<file path="src/rtl/rv32i_types.sv">
// Shared front-end types: fetch-queue entries, ROB entries and fetch FSM states.
package rv32i_types;

  localparam int XLEN = 32;

  typedef struct packed {
    logic [XLEN-1:0] pc;
    logic [XLEN-1:0] instr;
  } pci_t;

  typedef struct packed {
    logic            valid;
    logic            done;
    logic [4:0]      rd;
    logic [XLEN-1:0] value;
  } rob_entry_t;

  typedef enum logic [1:0] {
    IDLE,
    FETCH,
    DISCARD
  } fetch_state_t;

endpackage

</file>
<file path="src/rtl/circ_queue.sv">
// Power-of-two circular queue: front/rear pointers plus occupancy count, head read combinationally.
module circ_queue #(
  parameter int width = 64,
  parameter int size  = 8
) (
  input  logic                      clk,
  input  logic                      rst,
  input  logic                      clear,
  input  logic                      enq,
  input  logic [width-1:0]          enq_data,
  input  logic                      deq,
  output logic                      full,
  output logic                      empty,
  output logic [$clog2(size+1)-1:0] count,
  output logic [width-1:0]          head
);

  localparam int PW = $clog2(size);
  localparam int CW = $clog2(size+1);

  logic [width-1:0] mem [size];
  logic [PW-1:0]    front, rear;
  logic             deq_ok, enq_ok;

  assign empty  = (count == '0);
  assign full   = (count == CW'(size));
  assign head   = mem[front];
  assign deq_ok = deq && !empty;
  // A full queue still accepts a write when the head leaves in the same cycle.
  assign enq_ok = enq && (!full || deq_ok);

  always_ff @(posedge clk) begin
    if (rst) begin
      for (int i = 0; i < size; i++) mem[i] <= '0;
      front <= '0;
      rear  <= '0;
      count <= '0;
    end else if (clear) begin
      front <= '0;
      rear  <= '0;
      count <= '0;
    end else begin
      if (enq_ok) begin
        mem[rear] <= enq_data;
        rear      <= rear + PW'(1);
      end
      if (deq_ok) front <= front + PW'(1);
      count <= count + CW'(enq_ok) - CW'(deq_ok);
    end
  end

endmodule

</file>
<file path="src/rtl/fetch_queue.sv">
// Instruction fetch FSM feeding a {pc, instr} queue; flushes redirect the PC and drop stale reads.
module fetch_queue
  import rv32i_types::*;
#(
  parameter int              width    = 32,
  parameter int              size     = 8,
  parameter logic [width-1:0] start_pc = 32'h00000060
) (
  input  logic             clk,
  input  logic             rst,
  output logic             imem_read,
  output logic [width-1:0] imem_address,
  input  logic             imem_resp,
  input  logic [width-1:0] imem_rdata,
  input  logic             instr_q_dequeue,
  output logic             instr_q_empty,
  output pci_t             instr_q_data,
  input  logic             flush,
  input  logic [width-1:0] flush_pc
);

  localparam int CW = $clog2(size+1);

  fetch_state_t     state;
  logic [width-1:0] pc, pc_inc;
  logic             enq, deq_eff, deq_ok, full, empty, room_after_resp;
  logic [CW-1:0]    count, cnt_next;
  logic [2*width-1:0] head;

  always_comb begin
    deq_eff         = instr_q_dequeue && !flush;
    deq_ok          = deq_eff && !empty;
    enq             = (state == FETCH) && imem_resp && !flush;
    cnt_next        = count + CW'(enq) - CW'(deq_ok);
    room_after_resp = (cnt_next < CW'(size));
    pc_inc          = pc + width'(4);
  end

  circ_queue #(.width(2*width), .size(size)) u_q (
    .clk      (clk),
    .rst      (rst),
    .clear    (flush),
    .enq      (enq),
    .enq_data ({pc, imem_rdata}),
    .deq      (deq_eff),
    .full     (full),
    .empty    (empty),
    .count    (count),
    .head     (head)
  );

  assign instr_q_empty = empty;
  assign instr_q_data  = pci_t'(head);

  // In DISCARD imem_address simply keeps the stale address of the abandoned read.
  always_ff @(posedge clk) begin
    if (rst) begin
      state        <= IDLE;
      pc           <= start_pc;
      imem_read    <= 1'b0;
      imem_address <= '0;
    end else begin
      case (state)
        IDLE: begin
          if (flush) begin
            pc           <= flush_pc;
            state        <= FETCH;
            imem_read    <= 1'b1;
            imem_address <= flush_pc;
          end else if (!full || deq_ok) begin
            state        <= FETCH;
            imem_read    <= 1'b1;
            imem_address <= pc;
          end
        end
        FETCH: begin
          if (flush) begin
            pc <= flush_pc;
            if (imem_resp) begin
              imem_address <= flush_pc;
            end else begin
              state <= DISCARD;
            end
          end else if (imem_resp) begin
            pc <= pc_inc;
            if (room_after_resp) begin
              imem_address <= pc_inc;
            end else begin
              state        <= IDLE;
              imem_read    <= 1'b0;
              imem_address <= '0;
            end
          end
        end
        DISCARD: begin
          if (imem_resp) begin
            state        <= FETCH;
            imem_address <= flush ? flush_pc : pc;
          end
          if (flush) pc <= flush_pc;
        end
        default: begin
          state        <= IDLE;
          imem_read    <= 1'b0;
          imem_address <= '0;
        end
      endcase
    end
  end

endmodule

</file>
<file path="config.mk">
export PLATFORM = sky130hd
export DESIGN_NAME = fetch_queue
export DESIGN_NICKNAME = d
export VERILOG_FILES = /design/src/rtl/rv32i_types.sv /design/src/rtl/circ_queue.sv /design/src/rtl/fetch_queue.sv
export SDC_FILE = /design/constraint.sdc
export NUM_CORES = 1
export LEC_CHECK = 0
export CORE_UTILIZATION = 60
export CTS_CLUSTER_SIZE = 20
export DETAILED_ROUTE_END_ITERATION = 7
export GPL_TIMING_DRIVEN = 0
export PLACE_DENSITY = 0.83
export RECOVER_POWER = 25
export SLEW_MARGIN = 40
export SYNTH_ARGS = -nofsm -noshare
export SYNTH_HDL_FRONTEND = slang
export SYNTH_SLANG_ARGS = --single-unit
</file>
<file path="constraint.sdc">
create_clock -name clk -period 7.5 [get_ports clk]
set_input_delay 0.75 -clock clk [delete_from_list [all_inputs] [get_ports clk]]
set_output_delay 0.75 -clock clk [all_outputs]
set_load 0.1 [all_outputs]
</file>
==> flow_metrics.env <==
export IMPL_status="finished with violations"
export IMPL_violations="max-capacitance violations, max-slew violations"
export IMPL_fp_row_count=79
export IMPL_finalMaxSlewViolations=25
export IMPL_post_cts_buffers=0
export IMPL_drive_above_1_share_pct=18.2
export IMPL_synthCells=2083
export IMPL_yosys_warnings=0
export IMPL_layout_nets=2418
export IMPL_num_vias=19593
export IMPL_fill_cells=3037
export IMPL_die_h_um=219
export IMPL_min_period_ns=5.24
export IMPL_wl_met1_um=31200
export IMPL_clk_path_buf_depth=3
export IMPL_start_kind="input port"
export IMPL_vdd_drop_max_v=0.000174
export IMPL_grt_pass1_wl_um=123000
export IMPL_ant_nets=0
export IMPL_fmax_mhz=191
export IMPL_insertion_delay_ns=0.63
export IMPL_met2WireLength_um=40500
export IMPL_syn_nets=2162
export IMPL_rsz0062_at_grt="no"
export IMPL_clock_sinks=592
export IMPL_drt_iter0_drc=2317
export IMPL_grt_ovfl_total=0
export IMPL_drv_cap=4
export IMPL_cts_htree_levels=2
export IMPL_wire_per_inst_um=28.1
export IMPL_syn_avg_cell_area_um2=13.6
export IMPL_die_w_um=219
export IMPL_finalHoldViolCount=0
export IMPL_cts_tree="done"
export IMPL_grt_start_max_net_pins=31
export IMPL_routed_top_layer="met5"
export IMPL_cts_root_buf="clkbuf_16"
export IMPL_cts_resized=0
export IMPL_min_path_type="reg2reg"
export IMPL_antenna_found_initial=1
export IMPL_pin_count=167
export IMPL_relSlewSlack_pct=-35.9
export IMPL_post_route_period_util_pct=69.9
export IMPL_leakagePower_uw=0.0117
export IMPL_core_mm2=0.0466
export IMPL_synth_cell_types=80
export IMPL_dieArea_mm2=0.0480
export IMPL_required_ns=8.03
export IMPL_hold_buffers=0
export IMPL_finClkSkew_ns=0.0176
export IMPL_setup_violations=0
export IMPL_pwr_density_cell_mw_per_mm2=238
export IMPL_drc=0
export IMPL_drtPass1Iterations=6
export IMPL_ys_flop_type="edfxtp_1"
export IMPL_worst_setup_path_end_kind="register"
export IMPL_antennaDiodeCount=0
export IMPL_wl_met3_um=8280
export IMPL_ys_seq_area_share_pct=60.0
export IMPL_portBuffers=163
export IMPL_syn2layout_area_growth_pct=16.1
export IMPL_synth_edf_count=512
export IMPL_yosysTopAreaCellShare_pct=54.4
export IMPL_yosys_area_top_type="edfxtp_1"
export IMPL_fin_hold_ws_ns=0.490
export IMPL_grt_pass1_vias=19938
export IMPL_track_usage_pct=35.4
export IMPL_ys_ff_latch=592
export IMPL_syn_area_mm2=0.0283
export IMPL_synthTopCellsByArea="edfxtp_1 (54%), and2_1 (11%), mux4_2 (10%), dfxtp_1 (5.7%), mux2_2 (2.8%)"
export IMPL_post_route_util_pct=70.5
export IMPL_crit_arrival_ns=5.77
export IMPL_routed_wirelength_um=84000
export IMPL_hpwl_um=56800
export IMPL_cts_buffers=57
export IMPL_critPathKind="in2reg"
export IMPL_gp_congestion=1.03
export IMPL_via_per_inst=6.55
export IMPL_start_util_pct=60.7
export IMPL_tightest_slew_ns=2.02
export IMPL_clk_pin_slew_ns=0.07
export IMPL_synth_async_reset_ratio_pct=0
export IMPL_path_max_fanout=10
placed cells by master, fill, tap and decap left out, types with 8 or more instances in the layout:
cell,netlist,final
clkdlybuf4s50_1,0,65
mux2_2,71,71
bufinv_16,0,8
o22ai_1,10,10
buf_16,0,11
clkbuf_16,0,58
a21boi_0,10,10
nor2_1,83,81
mux4_2,128,128
nand2_1,60,60
mux2i_1,19,19
a31oi_1,9,9
clkbuf_1,148,191
buf_2,18,88
nor4_1,20,20
nand4_1,13,13
and2_1,486,391
xnor2_1,12,12
xor2_1,11,11
inv_1,17,17
a21o_1,10,10
nand3_1,34,34
and2_0,1,96
a311oi_1,12,11
nor3_1,49,50
clkinv_1,1,12
a211oi_1,28,28
a21oi_1,38,38
o21ai_0,48,46
dfxtp_1,80,80
ha_1,9,9
buf_8,0,19
edfxtp_1,512,512
clkinv_2,0,9
kinds of logic after synthesis:
| kind of cell | Yosys count | share of synthesized area [%] |
|---|---|---|
| simple gates | 803 | 16.5 |
| flops | 592 | 60.0 |
| compound gates | 234 | 5.72 |
| mux | 218 | 13.7 |
| buf+inv | 203 | 2.83 |
| xor+xnor | 23 | 0.713 |
| fa+ha+maj | 10 | 0.469 |
worst max-delay path: stages:
cell and delay, ns:
clkbuf_1 0.32, clkbuf_1 0.76, clkbuf_1 0.62, nor3b_1 0.21
ha_1 0.25, inv_1 0.08, ha_1 0.16, nand4b_1 0.23
a2111o_1 0.52, nand2_1 0.23, clkbuf_1 0.78, o21ai_0 0.48
a211oi_1 0.37
layer usage:
| metal | vias up | global-route usage, % |
|---|---|---|
| met2 | 1270 | 57.9 |
| met1 | 9753 | 45.2 |
| met5 | - | 0 |
| li1 | 8302 | - |
| met3 | 266 | 6.81 |
| met4 | 2 | 17.9 |
sequential cells by signal (all words and copies together), names as in the netlist, named ones only:
name and count:
u_q.mem 512, imem_read 1, pc 32, imem_address 32
state 2, u_q.front 3, u_q.rear 3, u_q.count 4
cell usage after synthesis (11+ instances only):
cell type,instances
inv_1,17
nand2_1,60
mux2_2,71
a211oi_1,28
xnor2_1,12
nor2_1,83
o21ai_0,48
buf_2,18
and2_1,486
buf_1,17
nor4_1,20
nand3_1,34
xor2_1,11
mux2i_1,19
nor3_1,49
dfxtp_1,80
a311oi_1,12
a21oi_1,38
clkbuf_1,148
edfxtp_1,512
mux4_2,128
nand4_1,13
final cells by class:
class	instances	area (um^2)	area share [%]
Inverter	18	67.6	0.206
Tap cell	607	759	2.31
Sequential cell	592	17000	51.7
Clock buffer	70	1550	4.71
Clock inverter	34	402	1.22
Multi-Input combinational cell	1288	10600	32.2
Buffer	185	743	2.26
Timing Repair Buffer	197	1770	5.38
where the power goes:
group,switching [uW],internal (uW)
combinational,755,262
sequential,67.8,3700
clock,1270,1740
total,2090,5710
metrics by stage:
step	total power (uW)	TNS, ns	instance area, um^2	std cells	setup WS [ns]
final	7800	0	32800	2991	2.26
after global placement	4860	-1753.05	30700	2853	-4.82
after detailed placement	4840	0	31000	2887	2.13
after floorplan	4510	0	28300	2083	0.628
after global routing	7970	0	32800	2991	2.24
after CTS	7800	0	32900	2991	2.72
worst paths after layout:
kind | slack, ns | cells after the start | startpoint | to
max | 2.26 | 13 | flush | imem_address[20]
min | 0.49 | 2 | imem_address[2] | imem_address[2]
max reg2reg | 2.56 | 8 | state[0] | u_q.mem[0][18]
min reg2reg | 0.49 | 2 | imem_address[2] | imem_address[2]
Power figures use the tool's default switching activity.
